### config.mk
export PLATFORM = sky130hd
export DESIGN_NAME = pipe_stage_skid_flat
export DESIGN_NICKNAME = d
export VERILOG_FILES = /design/src/rtl/pipe_stage_skid_pkg.sv /design/src/rtl/pipe_stage_skid_if.sv /design/src/rtl/pipe_stage_skid_slot.sv /design/src/rtl/pipe_stage_skid.sv /design/src/flat_wrapper.sv
export SDC_FILE = /design/constraint.sdc
export NUM_CORES = 1
export LEC_CHECK = 0
export ABC_AREA = 1
export CAP_MARGIN = 15
export CORE_UTILIZATION = 42
export DETAILED_ROUTE_END_ITERATION = 10
export PLACE_DENSITY = 0.82
export SLEW_MARGIN = 20
export SYNTH_ARGS = -nofsm -noshare
export SYNTH_HDL_FRONTEND = slang
export SYNTH_SLANG_ARGS = --single-unit
### constraint.sdc
create_clock -name clk -period 1.16 [get_ports clk]
set_input_delay 0.348 -clock clk [delete_from_list [all_inputs] [get_ports clk]]
set_output_delay 0.348 -clock clk [all_outputs]
set_load 0.01 [all_outputs]
### src/rtl/pipe_stage_skid_pkg.sv
// Shared definitions for every pipeline-stage register instance.
// Holds the control-field widths, the packed control bundle with its
// bubble value, and a small helper that counts held entries.
package pipe_pkg;

   localparam int WBSEL_W  = 2;
   localparam int ALUSEL_W = 4;
   localparam int RSEL_W   = 3;
   localparam int WSEL_W   = 2;
   localparam int OPC_W    = 5;

   typedef struct packed {
      logic [WBSEL_W-1:0]  wbsel;
      logic                memrw;
      logic [ALUSEL_W-1:0] alusel;
      logic                asel;
      logic                bsel;
      logic [RSEL_W-1:0]   rsel;
      logic [WSEL_W-1:0]   wsel;
      logic                regwrite;
      logic [OPC_W-1:0]    opcode;
   } ctrl_t;

   localparam int    CTRL_BUNDLE_W = $bits(ctrl_t);
   // Bubble pattern: no register write, no memory access.
   localparam ctrl_t PIPE_CTRL_NOP = '0;

   // Number of valid slots, 0..2.
   function automatic logic [1:0] occ_count(input logic main_v, input logic skid_v);
      return {1'b0, main_v} + {1'b0, skid_v};
   endfunction

endpackage

### src/rtl/pipe_stage_skid_if.sv
// Valid/ready handshake bundle between two pipeline stages.
// master = the side that produces into and drains from the stage,
// slave  = the stage register itself.
interface pipe_stage_skid_if #(
   parameter int DATA_W = 32,
   parameter int CTRL_W = 16
);
   logic              in_valid;
   logic              in_ready;
   logic [DATA_W-1:0] in_data;
   logic [CTRL_W-1:0] in_ctrl;
   logic              out_valid;
   logic              out_ready;
   logic [DATA_W-1:0] out_data;
   logic [CTRL_W-1:0] out_ctrl;

   modport master (
      output in_valid, in_data, in_ctrl, out_ready,
      input  in_ready, out_valid, out_data, out_ctrl
   );

   modport slave (
      input  in_valid, in_data, in_ctrl, out_ready,
      output in_ready, out_valid, out_data, out_ctrl
   );
endinterface

### src/rtl/pipe_stage_skid_slot.sv
// pipe_slot: one valid+ctrl+data holding register.
// kill has priority over load; a killed slot keeps its data but shows
// the bubble control pattern.
module pipe_slot
   import pipe_pkg::*;
#(
   parameter int                DATA_W   = 32,
   parameter int                CTRL_W   = 16,
   parameter logic [CTRL_W-1:0] CTRL_NOP = '0
) (
   input  logic              clk,
   input  logic              rst,
   input  logic              load_i,
   input  logic              kill_i,
   input  logic [DATA_W-1:0] data_i,
   input  logic [CTRL_W-1:0] ctrl_i,
   output logic              valid_o,
   output logic [DATA_W-1:0] data_o,
   output logic [CTRL_W-1:0] ctrl_o
);

   logic              valid_q, valid_d;
   logic [DATA_W-1:0] data_q,  data_d;
   logic [CTRL_W-1:0] ctrl_q,  ctrl_d;

   // Next-state: kill empties the slot, otherwise load captures the source.
   always_comb begin
      valid_d = valid_q;
      data_d  = data_q;
      ctrl_d  = ctrl_q;
      if (kill_i) begin
         valid_d = 1'b0;
         ctrl_d  = CTRL_NOP;
      end else if (load_i) begin
         valid_d = 1'b1;
         data_d  = data_i;
         ctrl_d  = ctrl_i;
      end
   end

   // Slot register with synchronous reset to an empty bubble.
   always_ff @(posedge clk) begin
      if (rst) begin
         valid_q <= 1'b0;
         data_q  <= '0;
         ctrl_q  <= CTRL_NOP;
      end else begin
         valid_q <= valid_d;
         data_q  <= data_d;
         ctrl_q  <= ctrl_d;
      end
   end

   assign valid_o = valid_q;
   assign data_o  = data_q;
   assign ctrl_o  = ctrl_q;

endmodule

### src/rtl/pipe_stage_skid.sv
// pipe_stage_skid: handshaked pipeline-stage register with flush.
// Optional macro PIPE_STAGE_SKID_EN adds a second (skid) slot so in_ready
// comes straight from a flop; without it in_ready passes out_ready through
// combinationally and only the main slot exists.
module pipe_stage_skid
   import pipe_pkg::*;
#(
   parameter int                DATA_W   = 32,
   parameter int                CTRL_W   = 16,
   parameter logic [CTRL_W-1:0] CTRL_NOP = '0
) (
   input  logic                clk,
   input  logic                rst,
   input  logic                flush,
   pipe_stage_skid_if.slave    bus,
   output logic [1:0]          occupancy
);

   logic              accept, emit, main_upd;
   logic              main_v, main_load, main_kill;
   logic [DATA_W-1:0] main_src_data;
   logic [CTRL_W-1:0] main_src_ctrl;

   assign accept        = bus.in_valid & bus.in_ready;
   assign emit          = main_v & bus.out_ready;
   assign main_upd      = ~main_v | emit;
   assign bus.out_valid = main_v;

`ifdef PIPE_STAGE_SKID_EN
   logic              skid_v, skid_load, skid_kill;
   logic [DATA_W-1:0] skid_data;
   logic [CTRL_W-1:0] skid_ctrl;

   // Ready depends only on the skid flop, never on out_ready.
   assign bus.in_ready = ~skid_v;

   // Handshake steering: the older skid entry always feeds main first.
   always_comb begin
      main_load     = main_upd & (skid_v | accept);
      main_kill     = flush | (main_upd & ~skid_v & ~accept);
      main_src_data = skid_v ? skid_data : bus.in_data;
      main_src_ctrl = skid_v ? skid_ctrl : bus.in_ctrl;
      skid_load     = accept & main_v & ~emit;
      skid_kill     = flush | (skid_v & main_upd);
   end

   pipe_slot #(.DATA_W(DATA_W), .CTRL_W(CTRL_W), .CTRL_NOP(CTRL_NOP)) u_skid (
      .clk     (clk),
      .rst     (rst),
      .load_i  (skid_load),
      .kill_i  (skid_kill),
      .data_i  (bus.in_data),
      .ctrl_i  (bus.in_ctrl),
      .valid_o (skid_v),
      .data_o  (skid_data),
      .ctrl_o  (skid_ctrl)
   );

   assign occupancy = occ_count(main_v, skid_v);
`else
   // Accept only when main is empty or draining this cycle.
   assign bus.in_ready = ~main_v | bus.out_ready;

   // Handshake steering: main loads straight from the input.
   always_comb begin
      main_load     = accept;
      main_kill     = flush | (main_upd & ~accept);
      main_src_data = bus.in_data;
      main_src_ctrl = bus.in_ctrl;
   end

   assign occupancy = occ_count(main_v, 1'b0);
`endif

   pipe_slot #(.DATA_W(DATA_W), .CTRL_W(CTRL_W), .CTRL_NOP(CTRL_NOP)) u_main (
      .clk     (clk),
      .rst     (rst),
      .load_i  (main_load),
      .kill_i  (main_kill),
      .data_i  (main_src_data),
      .ctrl_i  (main_src_ctrl),
      .valid_o (main_v),
      .data_o  (bus.out_data),
      .ctrl_o  (bus.out_ctrl)
   );

endmodule
### src/flat_wrapper.sv
// flat-port wrapper written by rule: the top's interface ports become plain ports
module pipe_stage_skid_flat import pipe_pkg::*;
#(
   parameter int                DATA_W   = 32,
   parameter int                CTRL_W   = 16,
   parameter logic [CTRL_W-1:0] CTRL_NOP = '0
)
  (clk, rst, flush, occupancy, bus_in_valid, bus_in_data, bus_in_ctrl, bus_out_ready, bus_in_ready, bus_out_valid, bus_out_data, bus_out_ctrl);
  pipe_stage_skid_if #(.DATA_W(DATA_W), .CTRL_W(CTRL_W)) bus_i ();
  input  logic clk;
  input  logic rst;
  input  logic flush;
  output logic [1:0] occupancy;
  input wire logic [$bits(bus_i.in_valid)-1:0] bus_in_valid;
  input wire logic [$bits(bus_i.in_data)-1:0] bus_in_data;
  input wire logic [$bits(bus_i.in_ctrl)-1:0] bus_in_ctrl;
  input wire logic [$bits(bus_i.out_ready)-1:0] bus_out_ready;
  output wire logic [$bits(bus_i.in_ready)-1:0] bus_in_ready;
  output wire logic [$bits(bus_i.out_valid)-1:0] bus_out_valid;
  output wire logic [$bits(bus_i.out_data)-1:0] bus_out_data;
  output wire logic [$bits(bus_i.out_ctrl)-1:0] bus_out_ctrl;
  assign bus_i.in_valid = bus_in_valid;
  assign bus_i.in_data = bus_in_data;
  assign bus_i.in_ctrl = bus_in_ctrl;
  assign bus_i.out_ready = bus_out_ready;
  assign bus_in_ready = bus_i.in_ready;
  assign bus_out_valid = bus_i.out_valid;
  assign bus_out_data = bus_i.out_data;
  assign bus_out_ctrl = bus_i.out_ctrl;
  pipe_stage_skid #(.DATA_W(DATA_W), .CTRL_W(CTRL_W), .CTRL_NOP(CTRL_NOP)) u_core (.clk(clk), .rst(rst), .flush(flush), .bus(bus_i), .occupancy(occupancy));
endmodule
After elaboration in Yosys (flattened, before gate mapping)

Index checks and enable logic that the tools add are counted.

Flip-flop bits (word level): 49
Input port bits: 53
Logic and storage cells: 14

Bitwise gates (word level): 9
Reduce and logical (&&, ||, !) cells: 2

Operators with widths:

| cell                | number |
|---|---|
| AND 1 bit           | 3 |
| NOT 1 bit           | 3 |
| OR 1 bit            | 3 |
| AND reduction 2 bit | 1 |
| OR reduction 2 bit  | 1 |

Logic depth before layout (Yosys ltp)

Depth after elaboration: 8
Mapped depth: 7
Mapped depth without buffers: 6

Cells and area by module

A second synthesis with hierarchy kept.

Cells, all modules: 291
Area total of the unflattened synthesis: 2,006.9 um^2

Modules (own cells, without submodules):

| module          | times used | cells an instance | area each (um^2) |
|---|---|---|---|
| pipe_slot       | 1          | 281               | 1,958.1 |
| pipe_stage_skid | 1          | 10                | 48.8 |

Worst setup path after synthesis

OpenSTA, ideal clock, no wires.

Kind: register to output
Start: reg u_core.u_main.valid_q, in the netlist u_core.u_main.valid_o
End: out bus_in_ready
Data arrival time: 798 ps
Required time: 812 ps
Slack: 14 ps
Cell stages (with the launch flop): 4
Path buffers: 2
Path through: dfxtp_1 -> nand2_4 -> buf_6 -> buf_6

Word-level cells in the longest chain between the ends: 2

RTL lines:

| what                   | line                       | text |
|---|---|---|
| from (decl)            | pipe_stage_skid_slot.sv:22 | `logic valid_q, valid_d;` |
| from (signal assigned) | pipe_stage_skid_slot.sv:48 | `valid_q <= valid_d;` |
| NOT 1 bit              | pipe_stage_skid.sv:62      | `assign bus.in_ready = ~main_v \| bus.out_ready;` |
| OR 1 bit               | pipe_stage_skid.sv:62      |  |
| to (decl)              | flat_wrapper.sv:18         | `output wire logic [$bits(bus_i.in_ready)-1:0] bus_in_ready;` |

Every way passes these cells.

Final worst setup path

Ends and elaborated chain as after synthesis.

==> run_results.csv <==
group,metric,value,unit
synthesis,syn_area,2440,µm²
global_routing,grt-ovfl-total,0,
clock_network,cts_tree,"yes",
placement,dp_cells,525,
critical_path,cp_slowest_cell,"dfxtp_4",
layout,seq_area,1040,µm²
clock_network,path_clk_slew,0.10,ns
clock_network,h-tree-depth,2,
clock_network,postCtsHoldBufs,0,
critical_path,worstSetupEndpointType,"output pin",
synthesis,ys_seq_elements,49,
route,wl,6870,µm
synthesis,yosys_warnings,0,
layout,multi_input_area,1030,µm²
min_path,worstHoldStart,"u_core.u_main.ctrl_o[0]",
route,routedWlPerCell,12.5,µm
outcome,violations,"negative setup slack",
critical_path,crit_family,"flip-flops",
placement,place_ws,-0.679,ns
sta,rsz0062_at_grt,"true",
critical_path,worst_r2r_path_depth,7,
sta,post-route-period-util,1.06,
min_path,hold_depth,2,
route,vias,2540,
outcome,outcome,"complete, but fails checks",
layout,final_util,0.695,
layout,n_fill_cell,471,
synthesis,syn-num-nets,409,
global_routing,antenna_found_initial,1,
sta,layout_setup_ws,-0.0715,ns
critical_path,cp_slowest_stage_delay,0.39,ns
pwr,total_power,4.00,mW
critical_path,cp_max_fo,3,
sta,fin_skew,0.00753,ns
layout,final_nets,527,
flow_run,max-cap-violations,0,
clock_network,cts_buffer_depth,2,
critical_path,r2r_start,"u_core.u_main.valid_o",
layout,layout-area-overhead-vs-synth,57.7,%
critical_path,critPathLaunchType,"flop",
placement,placed_area,3580,µm²
placement,dp_hpwl,4460,µm
layout,final_layout_size_suffix_gt1_frac,0.406,
layout,layout.cells.most_common,"inv_1",
sta,fmax,812,MHz
clock_network,clock-root-buffer,"clkbuf_8",
critical_path,r2r_setup_slack,-0.04,ns
die,die_w,78.2,µm
pwr,power_density,1040,nW/µm²
layout,design_area,3850,µm²
clock_network,cts.sinks,49,
critical_path,worstPathArrival,0.88,ns
critical_path,path_buf_inv,1,
die,die_y,78.2,µm
min_path,hp-class,"flop to flop",
die,io_pins,105,
die,row_count,27,
critical_path,critPathKind,"flop to output pin",
global_routing,grt_pass1_wl,10300,µm
sta,drv_slew,0,
route,first_pass_iters,4,
synthesis,synth-seq-area-share,0.402,
sta,timing.final.crit_period,1.23,ns
die,start_util,0.441,
critical_path,r2r-end,"u_core.u_main.data_o[14]",
route,ant_nets,0,
min_path,hold_end,"u_core.u_main.ctrl_o[0]",
synthesis,postSynthCellCount,356,
route,viasPerCell,4.64,
route,drc_errors,0,
sta,setup-violations-final,23,
placement,port_buffers,103,
pwr,leakage,2.03,nW
critical_path,crit_required,0.81,ns
die,core,5540,µm²
synthesis,synth.distinct_cells,19,
placement,finalWeightedCongestion,0.729,
critical_path,path_cells,"nand2_4 > buf_6",
global_routing,track_usage,0.212,
synthesis,syn_avg_cell_area,6.86,µm²
clock_network,clk_latency,0.30,ns
route,drtIter0Drc,95,
layout,mostFrequentLayoutCells,"88 x inv_1, 65 x nand2_1, 49 x clkdlybuf4s50_1, 48 x buf_2, 45 x dfxtp_2",
pwr,ir_worst_vdd,0.602,mV
global_routing,grt_max_degree,28,
die,dieArea,6120,µm²
layout,layoutNonFillerInstCount,548,
sta,hold_violations,0,
clock_network,cts_inserted_buffers,5,
global_routing,grt_pass1_vias,2275,
[cells in the mapped netlist (all sizes together)]
library cell,n,share of area
inv,100,0.15
nand2,83,0.13
dfxtp,49,0.40
nand4,32,0.082
nor2,32,0.049
buf,21,0.060
nand3,18,0.065
a21oi,16,0.048
clkbuf,3,0.0046
clkinv,1,0.0015
conb,1,0.0015
[layer usage]
| metal | up-vias | global-route usage | wire [µm] |
|---|---|---|---|
| li1 | 1284 | - | - |
| met4 | 0 | 0.0481 | 91 |
| met5 | - | 0 | 0 |
| met2 | 100 | 0.373 | 3510 |
| met3 | 9 | 0.0686 | 587 |
| met1 | 1147 | 0.249 | 2680 |
[timing repair]
action                                  CTS  global route
pin swaps                                 9            15
gates cloned                              2             3
endpoints found under the setup margin  100            50
resized for setup                       265            38
endpoints found under the hold margin     0             0
buffers inserted                          5             4
[power by group]
part           internal [mW]  leakage [nW]  switching (mW)
registers               1.79         0.421          0.0478
clock network          0.646        0.0544           0.597
logic                  0.469          1.56           0.455
total                   2.90          2.03            1.10
[worst min-delay path, cell delays in order, from the launching register on]
cell and delay [ns]:
dfxtp_2 0.33, nand2_1 0.05, a21oi_1 0.05
[how the worst max path moves through the flow]
stage          cells after the start                        to                   from
2_1_floorplan                      3              bus_in_ready  u_core.u_main.valid_o
3_3_place_gp                       4              bus_in_ready          bus_out_ready
3_5_place_dp                       9  u_core.u_main.data_o[15]          bus_out_ready
4_1_cts                            2              bus_in_ready  u_core.u_main.valid_o
5_1_grt                            7  u_core.u_main.data_o[27]  u_core.u_main.valid_o
6_report                           2              bus_in_ready  u_core.u_main.valid_o
[registers in the layout, indices dropped and copies added, names as in the netlist]
name	count
u_core.u_main.data_o	32
u_core.u_main.ctrl_o	16
u_core.u_main.valid_o	1
[per-stage QoR]
step / setup TNS, ns / hold WS, ns
2_1_floorplan: 0 / 0.483
3_3_place_gp: -32.33 / 0.447
3_5_place_dp: -33.97 / 0.453
4_1_cts: -0.295 / 0.462
5_1_grt: -2.24 / 0.486
6_report: -0.383 / 0.460
[layout make-up]
cell class / instances / area share
Clock inverter: 3 / 0.0120
Multi-Input combinational cell: 183 / 0.268
Timing Repair Buffer: 134 / 0.309
Sequential cell: 49 / 0.270
Inverter: 101 / 0.0988
Antenna cell: 1 / 0.000650
Tap cell: 72 / 0.0234
Clock buffer: 5 / 0.0179
[cell families (layout without fill, tap and decap cells)]
kind of cell    after synthesis  in the layout  synth area share
other cells                   1              2           0.00154
flops                        49             49             0.402
compound gates               16             16            0.0482
buf+inv                     125            243             0.220
simple gates                165            166             0.329
Power figures use the tool's default switching activity.
==> variant: new RTL, same flow settings <==
Add a define of `PIPE_STAGE_SKID_EN`.
--- a/src/rtl/pipe_stage_skid.sv
+++ b/src/rtl/pipe_stage_skid.sv
@@ -3,4 +3,6 @@
 // comes straight from a flop; without it in_ready passes out_ready through
 // combinationally and only the main slot exists.
+`define PIPE_STAGE_SKID_EN
+
 module pipe_stage_skid
    import pipe_pkg::*;
Formal check against the unedited RTL: not equivalent (Yosys sat finds a counterexample within 4 cycles, from zero or initial values and one cycle with rst high).
==> variant against the unedited design <==
- the flow still finishes with violations (setup timing)
- power grew 74%
- synthesized cell count up 110%
- worst setup slack got worse by 210 ps
- routed wire length increased by 67%
- die area rose by 88%
- area after synthesis increased by 91%
- via count rose by 81%
- final area increased by 72%
- sequential cell count increased by 49
==> variant: results (changes against the unedited design) <==
* CP Data Arrival Time at 1090 ps (was 880 ps)
* VDD IR max at 0.927 mV (was 0.602 mV)
* Fillcell total at 938 (was 471)
* Routability cong. at 0.843 (was 0.729)
* Clk_lat worst skew at 370 ps (was 300 ps)
* Synth area leaders: dfxtp_1 42%, nand2_1 20%, nor2_1 10%, inv_1 10%, nand3_1 3.5% (was dfxtp_1 40%, inv_1 15%, nand2_1 12%, nand4_1 8.2%, nor2_1 4.9%)
* Cell leakage power at 0.00311 uW (was 0.00203 uW)
* Share of cells above drive strength 1 at 0.209 (was 0.406)
* Port buffer count at 104 (was 103)
* Worst setup startpoint: u_core.u_skid.valid_o (was u_core.u_main.valid_o)
* Failing checks: setup timing (unchanged)
* Clock Skew at 6.30 ps (was 7.53 ps)
* Endpoints failing setup at 112 (was 23)
* Net count after synthesis at 807 (was 409)
* Ant diodes at 0 (was 1)
* Synth unique cells at 21 (was 19)
* CTS H-Tree Depth at 3 (was 2)
* Via count at 4603 (was 2540)
* Cts bufs inserted at 9 (was 5)
* WL/cell at 11.4 um (was 12.5 um)
* Most common library cells after synthesis: 244 x nand2_1, 130 x nor2_1, 129 x inv_1 (was 98 x inv_1, 80 x nand2_1, 49 x dfxtp_1)
* Post-synthesis sequential area ratio at 0.420 (was 0.402)
* Status: finished with violations (unchanged)
* Complex-gate fraction of the synthesized area at 0.0574 (was 0.0482)
* WL met2 at 5240 um (was 3510 um)
* 1st-iter DRT viols at 270 (was 95)
* WL met1 at 5360 um (was 2680 um)
* Area share of fa/ha/maj cells after synthesis at 0.00268 (was 0)
* Setup WS post-layout at -277 ps (was -71.5 ps)
* Met3 GRT Util at 0.0642 (was 0.0686)
* Vias in the first global route at 4099 (was 2275)
* Grt met1 use at 0.245 (was 0.249)
## variant: cell types whose count changed in the layout (fill, tap and decap cells not counted), sizes merged, moves of 16 or more
cell,before,now
dfxtp,49,98
o21ai,0,32
nand4,32,16
nand2,83,245
nor2,32,132
inv,100,134
## variant: what timing repair did
action	in CTS	in global routing
resized for setup	314	24
setup endpoints to repair	149	149
pin swaps	1	2
hold buffers	0	0
hold endpoints to repair	0	0
buffers inserted	3	2
gates cloned	1	2
## variant: final cells by class
| cell class | instances | area [sq um] | share of cell area |
|---|---|---|---|
| clock buffers | 14 | 163 | 0.0246 |
| clock inverters | 2 | 35.0 | 0.00529 |
| inverters | 134 | 505 | 0.0764 |
| multi-input cells | 479 | 2080 | 0.315 |
| flip-flops and latches | 98 | 2030 | 0.306 |
| well taps | 140 | 175 | 0.0265 |
| repair buffers | 142 | 1630 | 0.246 |
## variant: worst max-delay path, delay by kind of cell, from the launching register on
family	cells	cell delay, ps
buffers and inverters	1	110
flip-flops	1	380
adder cells (fa/ha/maj)	1	240
## variant: worst paths after layout
| path | slack, ps | endpoint |
|---|---|---|
| worst min-delay path | 470 | u_core.u_skid.ctrl_o[14] |
| worst max-delay path | -280 | occupancy[0] |
| worst min register to register | 470 | u_core.u_skid.ctrl_o[14] |
| worst max register to register | -220 | u_core.u_skid.ctrl_o[10] |
## variant: stage by stage
stage | hold WS, ps | cells | setup TNS [ps] | setup slack [ps]
after floorplan | 439 | 753 | 0 | 18.9
after global placement | 446 | 985 | -50200 | -559
after detailed placement | 450 | 985 | -52670 | -594
after CTS | 463 | 1005 | -20360 | -293
after global routing | 484 | 1009 | -23550 | -317
final | 467 | 1009 | -14170 | -277
## variant: power by group
group	switching, uW	total (uW)	internal (uW)
registers	78.6	3570	3500
logic	536	1130	590
clock network	1130	2250	1120
total	1750	6950	5200
